===== config.mk =====
export PLATFORM = sky130hd
export DESIGN_NAME = instruction_fetch_unit
export DESIGN_NICKNAME = d
export VERILOG_FILES = /design/src/rtl/fetch_pkg.sv /design/src/rtl/fetch_sat_counter.sv /design/src/rtl/instruction_fetch_unit.sv
export SDC_FILE = /design/constraint.sdc
export NUM_CORES = 1
export LEC_CHECK = 0
export BUFFER_PORTS_ARGS = -buffer_cell sky130_fd_sc_hd__buf_2
export CORE_UTILIZATION = 49
export DETAILED_ROUTE_END_ITERATION = 8
export HOLD_SLACK_MARGIN = 0.06
export PLACE_DENSITY = 0.86
export RECOVER_POWER = 50
export SETUP_SLACK_MARGIN = 0.05
export SLEW_MARGIN = 30
export SYNTH_ARGS = -nofsm -noshare
export SYNTH_HDL_FRONTEND = slang
export SYNTH_SLANG_ARGS = --single-unit

===== constraint.sdc =====
create_clock -name clk -period 3.7 [get_ports clk]
set_input_delay 0.37 -clock clk [delete_from_list [all_inputs] [get_ports clk]]
set_output_delay 0.37 -clock clk [all_outputs]
set_load 0.01 [all_outputs]

===== src/rtl/fetch_pkg.sv =====
// Shared types and constants for the instruction fetch unit.
package fetch_pkg;

   localparam int unsigned INSTR_W = 12;
   localparam logic [INSTR_W-1:0] NOP_INSTR = 12'h000;
   localparam logic [3:0] HALT_OPCODE = 4'hF;

   typedef enum logic [1:0] {FILL, RUN, HALT} fetch_state_t;

endpackage


===== src/rtl/fetch_sat_counter.sv =====
// 16-bit saturating event counter with enable and synchronous clear.
module fetch_sat_counter (
   input  logic        clk,
   input  logic        clear,
   input  logic        enable,
   output logic [15:0] count
);

   logic [15:0] count_q;

   always_ff @(posedge clk) begin
      if (clear) begin
         count_q <= 16'h0000;
      end else if (enable && (count_q != 16'hFFFF)) begin
         count_q <= count_q + 16'd1;
      end
   end

   assign count = count_q;

endmodule


===== src/rtl/instruction_fetch_unit.sv =====
// Fetch stage: drives a synchronous-read instruction memory and delivers one
// instruction per cycle to IF/ID, with stall, redirect and HALT handling.
module instruction_fetch_unit
   import fetch_pkg::*;
#(
   parameter int unsigned           PC_W     = 8,
   parameter logic [PC_W-1:0]       RESET_PC = '0
) (
   input  logic               clk,
   input  logic               reset,
   input  logic               stop,
   input  logic               branch_taken,
   input  logic [PC_W-1:0]    branch_target,
   output logic [PC_W-1:0]    imem_addr,
   input  logic [INSTR_W-1:0] imem_rdata,
   output logic [INSTR_W-1:0] instruction_out,
   output logic [PC_W-1:0]    pc_out,
   output logic               valid_out,
   output logic               halted,
   output logic [15:0]        fetch_count
);

   localparam logic [PC_W-1:0] PC_ONE = 1;

   fetch_state_t    state_q, state_d;
   logic [PC_W-1:0] pc_q, pc_d;
   logic [PC_W-1:0] pc_inc;
   logic            halt_op;

   // pc_q is the address whose data is currently on imem_rdata
   assign pc_inc  = pc_q + PC_ONE;
   assign halt_op = (imem_rdata[INSTR_W-1 -: 4] == HALT_OPCODE);

   always_ff @(posedge clk) begin
      if (reset) begin
         state_q <= FILL;
         pc_q    <= RESET_PC;
      end else begin
         state_q <= state_d;
         pc_q    <= pc_d;
      end
   end

   always_comb begin
      state_d = state_q;
      pc_d    = pc_q;
      if (branch_taken) begin
         state_d = FILL;
         pc_d    = branch_target;
      end else begin
         case (state_q)
            FILL: state_d = RUN;
            RUN: begin
               if (!stop) begin
                  pc_d = pc_inc;
                  if (halt_op) state_d = HALT;
               end
            end
            HALT:    state_d = HALT;
            default: state_d = FILL;
         endcase
      end
   end

   always_comb begin
      imem_addr       = pc_q;
      valid_out       = 1'b0;
      instruction_out = NOP_INSTR;
      halted          = 1'b0;
      case (state_q)
         RUN: begin
            valid_out       = 1'b1;
            instruction_out = imem_rdata;
            // Stalled: re-read the same address so the held output stays valid
            if (!stop) imem_addr = pc_inc;
         end
         HALT:    halted = 1'b1;
         default: ;
      endcase
   end

   assign pc_out = pc_q;

   fetch_sat_counter u_fetch_count (
      .clk    (clk),
      .clear  (reset),
      .enable ((state_q == RUN) && !stop),
      .count  (fetch_count)
   );

endmodule


[After elaboration in Yosys (flattened, before gate mapping)]
Index checks and enable logic that the tools add are counted.
Storage, ports and cells
  register bits after elaboration: 26
  bits in latches: 0
  memory bits (writable): 0
  memory bits (read-only): 0
  memories: 0
Cells by class
  add/sub/neg operators: 2
  multipliers: 0
  div/mod/pow operators: 0
  magnitude comparators: 0
  eq/ne operators: 6
  shift operators: 0
  mux-type cells: 9
  bitwise gates (word level): 0
  reduce and logical (&&, ||, !) cells: 6
Operators by type and width (number)
  $mux 8: 3
  $add 16x1->16 const B: 1
  $ne 16x16->1 const B: 1
  $mux 12: 1
  $add 8x1->8 const B: 1
  $pmux 2 s3: 1
  $eq 4x4->1 const B: 1
  $mux 2: 2
  $ne 2x2->1 const B: 2
  $eq 2x1->1 const B: 1
  $eq 2x2->1 const B: 1
  $logic_and 1x1->1: 2
  $logic_not 2->1: 1
  $mux 1: 2
  $reduce_and 2->1: 1
  $reduce_or 2->1: 1
  $logic_not 1->1: 1

[Logic depth before layout (Yosys ltp)]
  word-level depth: 4
  mapped depth: 7
  depth with buffers taken out: 6

[Cells and area by module]
A second synthesis with hierarchy kept.
Unflattened totals
  cells, all modules: 184
  area, all modules: 1552.7 sq um
By module, submodules not included
  fetch_sat_counter: times used 1, cells each 99, area each 848.3 sq um, sequential area each 320.3 sq um
  instruction_fetch_unit: times used 1, cells each 85, area each 704.4 sq um, sequential area each 200.2 sq um

[Least setup slack after synthesis]
OpenSTA, ideal clock, no wires.
  path type: reg2reg
  from: reg state_q[1]
  to: reg u_fetch_count.count_q[12], in the netlist u_fetch_count.count[12]
  library setup time: 0.071 ns
  data arrival time: 1.903 ns
  required time: 3.629 ns
  slack: 1.727 ns
  cell stages (with the launch flop): 8
  path buffers: 1
  period minus slack after synthesis: 1.973 ns
  path through: dfxtp_1 -> inv_1 -> ha_1 -> nand2b_2 -> buf_6 -> or4_4 -> or3_1 -> a21oi_1
Between the ends
  longest elaborated chain between the ends: 3
Ends and longest elaborated chain
  start, declared: line instruction_fetch_unit.sv:25  | fetch_state_t state_q, state_d;
  start signal, assigned: line instruction_fetch_unit.sv:39  | state_q <= state_d;
  $eq 2x1->1: line instruction_fetch_unit.sv:87  | .enable ((state_q == RUN) && !stop),
  $logic_and 1x1->1: line instruction_fetch_unit.sv:87
  $logic_and 1x1->1: line fetch_sat_counter.sv:14  | end else if (enable && (count_q != 16'hFFFF)) begin
  end signal, assigned: line fetch_sat_counter.sv:15  | count_q <= count_q + 16'd1;
  end, declared: line fetch_sat_counter.sv:9  | logic [15:0] count_q;
Every way passes these cells.
A chain may end at the register's enable or synchronous reset.

[Final worst setup path]
  from: reg state_q[1]
  to: out imem_addr[3]
Between the ends
  longest elaborated chain between the ends: 2
Ends and longest elaborated chain
  $eq 2x1->1: line instruction_fetch_unit.sv:70  | case (state_q)
  $mux 8: line instruction_fetch_unit.sv:70
  end, declared: line instruction_fetch_unit.sv:14  | output logic [PC_W-1:0] imem_addr,
Every way passes these cells.

==> results.toml <==
[timing]
period_minus_slack_ns = 2.63
period_share_pct = 71.0
slew_violations = 0
holdWs_ns = 0.281
slew_headroom_pct = 64.0
setup_viol = 0
rsz0062_at_grt = "false"
tightest_slew_ns = 0.540
hold_violations = 0
max_freq_mhz = 381
fin_skew_ns = 0.00168
fin_tns_setup_ns = 0

[drt]
via_per_inst = 5.49
route.detailed.drc = 18
dr.first_iter.drc_count = 63
vias = 1498
ant_nets = 0
wirelength_um = 3360
wl_per_cell_um = 12.3
drtPass1Iterations = 6

[cells_and_area]
diodes = 0
area_growth_syn_to_layout_pct = 23.4
final_common_cell = "buf_2"
drive_gt1_share_pct = 21.9
final_util_pct = 64.9
fillCellCount = 245
final_cell_mix = "43 x buf_2, 27 x clkbuf_1, 26 x dfxtp_1, 16 x a21oi_1, 12 x and2_1"
layoutNonFillerInstCount = 273
layout.nets = 272

[clock_network]
htreeDepth = 1
cts_tree = "yes"
clkSinkCount = 26
cts_resized = 0
clockRootBuffer = "clkbuf_4"
cts_made_buffers = 3
cts_buffer_depth = 2
cts_hold_buf = 0
clk_pin_slew_ns = 0.14
postCtsSetupBuffers = 0
clk_latency_ns = 0.32

[pwr]
cellPowerDensity_nw_per_um2 = 290
switchingPower_mw = 0.141
swShare_pct = 26.7
p_int_mw = 0.388
pwr-share-comb_pct = 16.5
power_mw = 0.529
p_clk_share_pct = 27.2
vdd_ir_drop_max_uv = 314
seqPwrFrac_pct = 56.4
p_leak_nw = 0.755

[critical_path]
required_ns = 3.33
worstSetupStartpointType = "register"
critPathMaxFanout = 18
end_kind = "primary output"
critPathKind = "register to primary output"
cp_cell_sequence = "inv_1 -> ha_1 -> nor2b_1 -> nand4_1 -> xnor2_1 -> buf_2"
worst_path_max_delay_cell = "nor2b_1"
worstPathArrival_ns = 2.26
slowest_delay_ns = 0.51

[place]
dp_hpwl_um = 2490
gp_congestion = 0.809
io_buffers = 69
dp.cells = 269

[yosys]
syn_nets = 206
synth_seq_cells = 26
yosysUniqueCellTypes = 33
synth_cells = 177
yosysWarnings = 0
netlist_area_sq_um = 1480
avgSynthCellArea_sq_um = 8.33
synth_seq_area_share_pct = 35.3

[status]
violations = "DRC"
status = "finished with violations"

[global_route]
antenna_found_initial = 0
grt_pass1_wl_um = 5300
grt_max_degree = 30
grt.total_usage_pct = 20.5
globalRouteOverflowTotal = 0
grt_pass1_vias = 1258

[flow_run]
cap_violations = 0

[worst_hold_path]
hp-class = "input pin to register"

[floorplanning]
die_h_um = 56.9
fp.dieArea_sq_um = 3230
rows = 19
initial_utilization_pct = 52.6
core_area_sq_um = 2810
die_width_um = 56.9
ios = 70
[kinds of logic after synthesis]
| group | share of synthesized area (%) |
|---|---|
| AND/OR/NAND/NOR | 30.9 |
| AO/OA/AOI/OAI | 14.1 |
| flip-flops | 35.3 |
| buffers and inverters | 5.00 |
| multiplexers | 6.36 |
| XOR/XNOR | 4.16 |
| adder cells (fa/ha/maj) | 4.24 |
[layout make-up]
cell class / count / area [sq um] / share of cell area [%]
multi-input combinational: 134 / 878 / 48.2
sequential: 26 / 520 / 28.6
timing repair buffer: 70 / 317 / 17.4
tap: 31 / 38.8 / 2.13
clock buffer: 4 / 36.3 / 1.99
inverter: 8 / 30.0 / 1.65
[power groups by stage]
| stage | Combinational, mW | Sequential [mW] | Clock [mW] |
|---|---|---|---|
| floorplan | 0.0504 | 0.305 | 0 |
| global placement | 0.0871 | 0.303 | 0 |
| detailed placement | 0.0900 | 0.304 | 0 |
| CTS | 0.0902 | 0.298 | 0.147 |
| global route | 0.0950 | 0.299 | 0.161 |
| finish | 0.0872 | 0.298 | 0.144 |
[critical path: cells and delay by family, from the launching register on]
family / cells / cell delay [ns]
adders and majority gates: 1 / 0.42
buffers and inverters: 2 / 0.26
DFF: 1 / 0.35
xor gates and xnor gates: 1 / 0.22
and+or+nand+nor: 2 / 0.69
[per-layer routing]
layer  GRT usage [%]  part of all wire, %  vias up
li1                -                    -      763
met1            24.2                   45      661
met2            36.9                   46       70
met3            5.99                  8.3        4
met4            4.18                 0.51        0
met5               0                    0        -
[flip-flops by register name (all words and copies together) (netlist names)]
signal	cells
u_fetch_count.count	16
state_q	2
pc_out	8
[cells in the mapped netlist (all sizes together)]
cell    count  share of area (%)
dfxtp      26                 35
a21oi      16                5.4
and2       12                5.1
o21ai      10                3.4
nand4       9                4.2
inv         8                2.0
nand2       8                2.0
nor2        8                2.0
nor3        7                2.4
or3         7                3.0
xnor2       7                4.2
mux2i       6                4.1
nand3       6                2.0
buf         5                2.0
ha          5                4.2
nor2b       5                2.1
o21a        5                2.5
clkbuf      4                1.0
nor4        4                1.7
o31ai       4                2.0
mux2        3                2.3
or4         3                1.8
nand3b      2                1.0
nor4b       2                1.2
and3        1               0.42
and4        1               0.59
and4b       1               0.68
nand2b      1               0.59
o21ba       1               0.68
[final timing paths]
check	startpoint	to	slack, ns	depth (start not counted)
max	state_q[1]	imem_addr[3]	1.07	6
min	branch_target[2]	pc_out[2]	0.28	3
max reg2reg	state_q[1]	u_fetch_count.count[15]	1.30	6
min reg2reg	u_fetch_count.count[13]	u_fetch_count.count[13]	0.53	2
[through the flow]
stage,worst slack [ns],area [sq um]
after floorplan,1.73,1480
after global placement,1.46,1820
after detailed placement,1.34,1820
after CTS,1.05,1860
after global routing,0.782,1820
final,1.07,1820
Power figures use the tool's default switching activity.
